$ cat src/rtl/mem_port_arbiter.sv
// mem_port_arbiter
//   Round-robin arbiter and sequencer for the single MAR/MDR/MEM port. It shares the
//   port among NREQ requesters: instruction fetch (0), load/store FSM (1), spare (2+).
//   The arbiter latches the winner's address, write data and direction, and drives one
//   memory access. It then waits for MFC, or aborts after TIMEOUT_CYC cycles, and
//   returns read data with a one-cycle done pulse.
//
//   Ports
//     clk, reset          rising-edge clock, synchronous active-high reset
//     req[NREQ]           level request per requester, held until its done pulse
//     req_rw[NREQ]        per-requester direction (1=read, 0=write)
//     req_addr/req_wdata  per-requester address / write data, slot i = [i*DW +: DW]
//     gnt[NREQ]           one-hot grant, high from ACCESS entry through the DONE cycle
//     done[NREQ]          one-cycle completion pulse to the granted requester
//     err                 pulses with done when the access timed out
//     rdata               read data captured on MFC, held until the next capture
//     mem_addr/mem_wdata  latched address / write data to MAR / MDR
//     mem_rw, mem_en      latched direction and enable to MEM (enable only in ACCESS)
//     mem_mfc, mem_rdata  memory-function-complete and read data from MEM
module mem_port_arbiter #(
  parameter int NREQ        = 2,
  parameter int DW          = 16,
  parameter int TIMEOUT_CYC = 15
) (
  input  logic              clk,
  input  logic              reset,
  input  logic [NREQ-1:0]   req,
  input  logic [NREQ-1:0]   req_rw,
  input  logic [NREQ*DW-1:0] req_addr,
  input  logic [NREQ*DW-1:0] req_wdata,
  output logic [NREQ-1:0]   gnt,
  output logic [NREQ-1:0]   done,
  output logic              err,
  output logic [DW-1:0]     rdata,
  output logic [DW-1:0]     mem_addr,
  output logic [DW-1:0]     mem_wdata,
  output logic              mem_rw,
  output logic              mem_en,
  input  logic              mem_mfc,
  input  logic [DW-1:0]     mem_rdata
);

  localparam int IW = (NREQ > 1) ? $clog2(NREQ) : 1;
  localparam logic [7:0] CNT_LAST = 8'(TIMEOUT_CYC - 1);

  typedef enum logic [1:0] {
    IDLE   = 2'd0,
    ACCESS = 2'd1,
    DONE   = 2'd2
  } state_t;

  state_t          state;
  logic [IW-1:0]   ptr;
  logic [7:0]      cnt;
  logic            pick_vld;
  logic [IW-1:0]   pick_idx;

  // First set request bit searching upward from the slot after the last winner, with
  // wrap-around. The last winner itself is visited last, giving round-robin fairness.
  function automatic logic [IW:0] rr_pick(input logic [NREQ-1:0] r,
                                          input logic [IW-1:0]   p);
    logic          found;
    logic [IW-1:0] idx;
    int            j;
    found = 1'b0;
    idx   = '0;
    for (int i = 1; i <= NREQ; i++) begin
      j = (int'(p) + i) % NREQ;
      if (!found && r[j]) begin
        found = 1'b1;
        idx   = IW'(j);
      end
    end
    return {found, idx};
  endfunction

  assign {pick_vld, pick_idx} = rr_pick(req, ptr);

  always_ff @(posedge clk) begin
    if (reset) begin
      state     <= IDLE;
      ptr       <= IW'(NREQ - 1);
      cnt       <= '0;
      gnt       <= '0;
      done      <= '0;
      err       <= 1'b0;
      mem_en    <= 1'b0;
      mem_rw    <= 1'b0;
      rdata     <= '0;
      mem_addr  <= '0;
      mem_wdata <= '0;
    end else begin
      case (state)
        IDLE: begin
          done <= '0;
          err  <= 1'b0;
          if (pick_vld) begin
            ptr       <= pick_idx;
            gnt       <= NREQ'(1) << pick_idx;
            mem_addr  <= req_addr[int'(pick_idx)*DW +: DW];
            mem_wdata <= req_wdata[int'(pick_idx)*DW +: DW];
            mem_rw    <= req_rw[pick_idx];
            cnt       <= '0;
            mem_en    <= 1'b1;
            state     <= ACCESS;
          end
        end
        ACCESS: begin
          // MFC takes priority over a timeout that expires in the same cycle.
          if (mem_mfc) begin
            if (mem_rw) rdata <= mem_rdata;
            done   <= gnt;
            mem_en <= 1'b0;
            state  <= DONE;
          end else if (cnt == CNT_LAST) begin
            done   <= gnt;
            err    <= 1'b1;
            mem_en <= 1'b0;
            state  <= DONE;
          end else begin
            cnt <= cnt + 8'd1;
          end
        end
        DONE: begin
          // gnt stays up through the done pulse; request lines are re-sampled in IDLE.
          done  <= '0;
          err   <= 1'b0;
          gnt   <= '0;
          state <= IDLE;
        end
        default: state <= IDLE;
      endcase
    end
  end

endmodule

$ cat config.mk
export PLATFORM = sky130hd
export DESIGN_NAME = mem_port_arbiter
export DESIGN_NICKNAME = d
export VERILOG_FILES = /design/src/rtl/mem_port_arbiter.sv
export SDC_FILE = /design/constraint.sdc
export NUM_CORES = 1
export LEC_CHECK = 0
export CORE_UTILIZATION = 40
export DETAILED_ROUTE_END_ITERATION = 10
export HOLD_SLACK_MARGIN = 0.15
export PLACE_DENSITY_LB_ADDON = 0.15
export SLEW_MARGIN = 20
export SYNTH_ARGS = -nofsm -noshare
export SYNTH_HDL_FRONTEND = slang
export SYNTH_SLANG_ARGS = --single-unit
$ cat constraint.sdc
create_clock -name clk -period 3.8 [get_ports clk]
set_input_delay 0.38 -clock clk [delete_from_list [all_inputs] [get_ports clk]]
set_output_delay 0.38 -clock clk [all_outputs]
set_load 0.01 [all_outputs]
==> reports/metrics.csv, run 1 <==
metric;value;unit
status;complete, no violations;
CP max FO;20;
nets;502;
fmax;0.474;GHz
Slew HR;54.4;%
Area Overhead vs Synth;60.6;%
startpoint types;input pin;
Resized cells post-CTS;0;
largest cells by area after synthesis;dfxtp_1, a222oi_1, nor2_1, nand2_1, a21oi_1;
GPL Wtd Cong;0.781;
slowest CP cell;or2_1;
Leak Pwr;1.51;nW
Least-Margin Pin Slew;0.684;ns
H-tree levels;3;
Clock Tree Buf Depth;2;
Hold Vio Cnt, Final;0;
peak supply drop;239;uV
Async SR Flop Fraction;0;%
wire length reported by the detailed router;7.54;mm
CP Class;in2reg;
Clock Sinks;66;
syn avg cell area;9.30;um2
MaxCap Viol Count;0;
via count;2759;
Overall Global Routing Usage;22.3;%
clk_skew;0.00871;ns
FF+latch count, synth;66;
Register Area;0.00132;mm2
DP HPWL;5.33;mm
PD cells;389;mW/mm2
Worst-Skew Late Latency;0.33;ns
Post-CTS Setup Bufs;0;
top-area cell type share of the netlist area;50.7;%
post-layout min period;2.11;ns
IO buf count;141;
CTS root buf;clkbuf_8;
Initial Utilization;41.2;%
Die Wd;82.7;um
critical path cell sequence;clkdlybuf4s50_1 > nor2_1 > or2_1 > buf_4 > a222oi_1 > nor2_1;
CTS buffer count;9;
gr ovfl total;0;
initial antenna violation count;0;
CP Buf/Inv Count;2;
first-pass GRT wire length;11.5;mm
Row Count;29;
DRC errors left;0;
CTS tree;yes;
Min-Delay Path Class;reg2reg;
First-pass DRT Iterations;6;
reg2reg path depth;5;
Seq/Total Area, Yosys;50.7;%
share of post-route cells with drive strength above 1;5.76;%
largest net degree at the start of global routing;38;
cell count after synthesis;280;
Top delay family on crit path;simple AND/OR/NAND/NOR gates;
I/O pin total;142;
core box area;0.00631;mm2
synth unique cells;37;
Reg clk slew, reported paths;0.07;ns
Iter 0 DRT Violations;219;
final setup fails;0;
area occupied by multi-input gates;0.00115;mm2
WL/cell;15.3;um
EDFF count, synth;0;
Die H;82.7;um
Worst Setup End Kind;flop;
WP depth;6;
crit path DAT;2.37;ns
RSZ-0062 raised after global routing;false;
die area;0.00684;mm2
setup TNS;0;ns
post-synth top area cell;dfxtp_1;
Synth Flop Type;dfxtp_1;
n_diodes;0;
Critical Path Max Stage Delay;0.61;ns
Fillers;553;
Syn. warnings;0;
Post-DRT Antenna Nets;0;
post-layout util;66.3;%
hold depth;2;
most frequent CP cell;nor2_1;
period utilization;55.6;%
post-synthesis cell area;0.00260;mm2
syn_nets;369;
final slew viol count;0;
cts hold-fix bufs;0;
vias in the first global route;2488;
CP required;4.06;ns
vias per cell;5.59;
[layout by cell type (no fill, tap or decap), types with 2 or more instances in the layout]
master / count
inv_1: 3
or3_1: 2
nand3_1: 5
a222oi_1: 33
o31ai_1: 3
nor3b_1: 2
a21oi_1: 24
o311ai_0: 4
nor2_1: 39
o211ai_1: 2
ha_1: 2
dfxtp_1: 66
mux2i_1: 2
clkbuf_1: 2
nand2_1: 34
and3_1: 3
o21ai_0: 7
or2_1: 2
buf_4: 4
nor3_1: 5
clkdlybuf4s50_1: 140
clkbuf_8: 11
nand3b_1: 2
nand4_1: 2
[worst register-to-register path: stages, from the launching register on]
cell and delay, ns:
dfxtp_1 0.36, or2_1 0.34, or2_1 0.52, buf_4 0.32
a222oi_1 0.38, nor2_1 0.07
[state kept, by name, summed over array words and instances, names as in the netlist]
register	cells
mem_rw	1
gnt	2
mem_en	1
rdata	16
mem_addr	16
ptr	1
err	1
cnt	8
state	2
done	2
mem_wdata	16
[cells in the mapped netlist (all sizes together), types with 2 or more instances]
cell and count:
dfxtp 66, nor2 40, nand2 34, a222oi 33, a21oi 24, buf 13
clkbuf 10, o21ai 7, nor3 6, nand3 5, o311ai 4, and3 3
inv 3, nor3b 3, o31ai 3, ha 2, mux2i 2, nand3b 2
nand4 2, o211ai 2, or2 2, or3 2
[logic make-up after synthesis]
kind of cell | after synthesis | share of synthesized area, %
fa+ha+maj | 2 | 0.961
mux | 2 | 0.769
compound gates | 79 | 23.5
flops | 66 | 50.7
buf+inv | 26 | 5.57
simple gates | 105 | 18.5
[final timing paths]
kind,from,end,slack (ns)
setup / recovery,req[0],mem_addr[8],1.69
hold / removal,rdata[14],rdata[14],0.45
setup reg to reg,state[0],mem_wdata[13],1.70
hold reg to reg,rdata[14],rdata[14],0.45
[report_power, final]
part / switching, mW / internal (mW)
Sequential: 0.0271 / 0.736
Clock: 0.246 / 0.269
Combinational: 0.147 / 0.202
Total: 0.420 / 1.21
[layer usage]
layer  vias to the layer above  track usage, %  part of all wire, %
li1                       1321               -                    -
met1                      1302            27.1                   40
met2                       127            35.7                   50
met3                         9            8.02                  8.9
met4                         0            8.97                  1.1
met5                         -               0                    0
[stage by stage]
stage                     instances  power [mW]  cell area (um2)  worst slack [ns]  hold WS [ns]
after floorplan                 280       0.934             2600              2.14         0.426
after global placement          479        1.12             4010              1.43         0.441
after detailed placement        479        1.13             4010              1.38         0.448
after CTS                       494        1.64             4180              1.70         0.457
after global routing            494        1.71             4180              1.52         0.472
final                           494        1.63             4180              1.69         0.453
[cell type report]
class	instances	area share (%)
tap	77	2.30
multi-input combinational	188	27.4
timing repair buffer	145	34.3
inverter	3	0.269
clock inverter	2	0.299
sequential	66	31.6
clock buffer	13	3.80
No activity file was read; power rests on OpenSTA's default activity.
==> run 2, diff against run 1 <==
- CORE_UTILIZATION: 40 -> 35
- clock period: 3.8 -> 1.9 ns (I/O delays scaled with it)
==> reports/metrics.csv, run 2 (synthesis gave the netlist of run 1 again) <==
metric;value;unit;change
status;complete, no violations;;unchanged
RSZ-0062 raised after global routing;false;;unchanged
crit path DAT;1.95;ns;was 2.37 ns
Slew HR;67.8;%;was 54.4%
reg2reg start;state[1];;was state[0]
Register Area;0.00132;mm2;unchanged
busiest grt layer;met2;;unchanged
Clock Sinks;66;;unchanged
H-tree levels;3;;unchanged
Least-Margin Pin Slew;0.478;ns;was 0.684 ns
dpl ws;0.0439;ns;was 1.38 ns
# placed instances;509;;was 479
Area Overhead vs Synth;67.5;%;was 60.6%
combinational power share;20.1;%;was 21.5%
Row Count;31;;was 29
initial antenna violation count;0;;unchanged
Min-Delay Path Class;in2reg;;was reg2reg
Net Switching;0.945;mW;was 0.420 mW
DP HPWL;5.34;mm;was 5.33 mm
clock power share;38.1;%;was 31.6%
First-pass DRT Iterations;5;;was 6
GR Util met2;29.9;%;was 35.7%
Critical Path Max Stage Delay;0.37;ns;was 0.61 ns
nets;510;;was 502
clk_skew;0.00830;ns;was 0.00871 ns
DRC errors left;0;;unchanged
largest net degree at the start of global routing;36;;was 38
CTS tree;yes;;unchanged
setup ws final;0.162;ns;was 1.69 ns
startpoint types;flop;;was input pin
final setup fails;0;;unchanged
r2r setup slk;0.16;ns;was 1.70 ns
final slew viol count;0;;unchanged
CP max FO;20;;unchanged
first-pass GRT wire length;11.5;mm;about the same
critical path cell sequence;or2_1 > or2_1 > buf_4 > a222oi_1 > nor2_1;;was clkdlybuf4s50_1 > nor2_1 > or2_1 > buf_4 > a222oi_1 > nor2_1
Post-DRT Antenna Nets;0;;unchanged
CP required;2.12;ns;was 4.06 ns
IO buf count;141;;unchanged
MaxCap Viol Count;0;;unchanged
CTS root buf;clkbuf_8;;unchanged
P_int;2.69;mW;was 1.21 mW
Leak Pwr;1.59;nW;was 1.51 nW
Reg clk slew, reported paths;0.07;ns;about the same
I/O pin total;142;;unchanged
PD cells;834;mW/mm2;was 389 mW/mm2
crit path from;state[1];;was req[0]
die area;0.00779;mm2;was 0.00684 mm2
GPL Wtd Cong;0.769;;was 0.781
fmax;0.576;GHz;
biggest regs;mem_addr: 16 flops, mem_wdata: 16 flops, rdata: 16 flops;;unchanged
commonest non-fill, non-tap cells in the layout;clkdlybuf4s50_1, dfxtp_1, nor2_1;;unchanged
GRT met3 Usage;8.02;%;about the same
n_diodes;0;;unchanged
most frequent CP cell;or2_1;;was nor2_1
setup TNS;0;ns;unchanged
Sw Share;26.0;%;was 25.8%
Hold Crit Start;reset;;was rdata[14]
commonest non-fill, non-tap cell in the layout;clkdlybuf4s50_1;;unchanged
Worst Setup End Kind;flop;;unchanged
post-layout util;60.5;%;was 66.3%
Clock Tree Buf Depth;2;;unchanged
wire length reported by the detailed router;7.73;mm;was 7.54 mm
gr ovfl total;0;;unchanged
core box area;0.00721;mm2;was 0.00631 mm2
WL/cell;14.7;um;was 15.3 um
CP Class;reg2reg;;was in2reg
total power;3.64;mW;was 1.63 mW
Initial Utilization;36.1;%;was 41.2%
share of post-route cells with drive strength above 1;8.45;%;was 5.76%
Iter 0 DRT Violations;208;;was 219
Worst-Skew Late Latency;0.34;ns;was 0.33 ns
Die Wd;88.3;um;was 82.7 um
Fillers;644;;was 553
via count;2737;;was 2759
area occupied by multi-input gates;0.00115;mm2;about the same
Overall Global Routing Usage;19.4;%;was 22.3%
peak supply drop;432;uV;was 239 uV
vias per cell;5.21;;was 5.59
Die H;88.3;um;was 82.7 um
Reg power frac;41.8;%;was 46.9%
period utilization;91.5;%;
Hold Vio Cnt, Final;0;;unchanged
vias in the first global route;2401;;was 2488
Global Route met1 Usage;24.0;%;was 27.1%
Final Non-Filler Cells;525;;was 494
post-layout min period;1.74;ns;
slowest CP cell;dfxtp_1;;was or2_1
CTS buffer count;9;;unchanged
## run 2: layout make-up
cell class	instances	share of cell area [%]
clock buffers	10	3.16
clock inverters	6	2.18
inverters	3	0.258
multi-input cells	188	26.4
flip-flops and latches	66	30.3
well taps	99	2.84
repair buffers	153	34.9
## run 2: final timing paths
check,to,cells after the start
worst min-delay path,cnt[5],4
worst max-delay path,mem_wdata[13],5
worst min register to register,rdata[5],2
worst max register to register,mem_wdata[13],5
## run 2: worst max-delay path: cells and delay by family, from the launching register on
family	cells	cell delay, ns
buffers and inverters	1	0.21
AOI/OAI and AO/OA	1	0.37
and+or+nand+nor	3	0.65
DFF	1	0.37
## run 2: power groups by stage
stage	clock [mW]	sequential, mW	combinational, mW
6_report	1.38	1.52	0.733
5_1_grt	1.48	1.53	0.790
3_3_place_gp	0	1.55	0.729
4_1_cts	1.41	1.52	0.736
2_1_floorplan	0	1.59	0.281
3_5_place_dp	0	1.55	0.732
## run 2: timing repair
action | 4_1_cts | 5_1_grt
hold buffers | 0 | 0
setup endpoints to repair | 0 | 2
setup buffers | 0 | 0
resized for setup | 0 | 1
## run 2: per-stage QoR
step                      cell area, um2  hold WS [ns]
final                               4360         0.215
after global routing                4360         0.234
after CTS                           4360         0.216
after detailed placement            4120         0.447
after global placement              4120         0.442
after floorplan                     2600         0.326
## run 2: routing by layer
metal / part of all wire (%) / vias up
li1: - / 1337
met1: 42 / 1271
met2: 47 / 119
met3: 9.6 / 10
met4: 1.3 / 0
met5: 0 / -
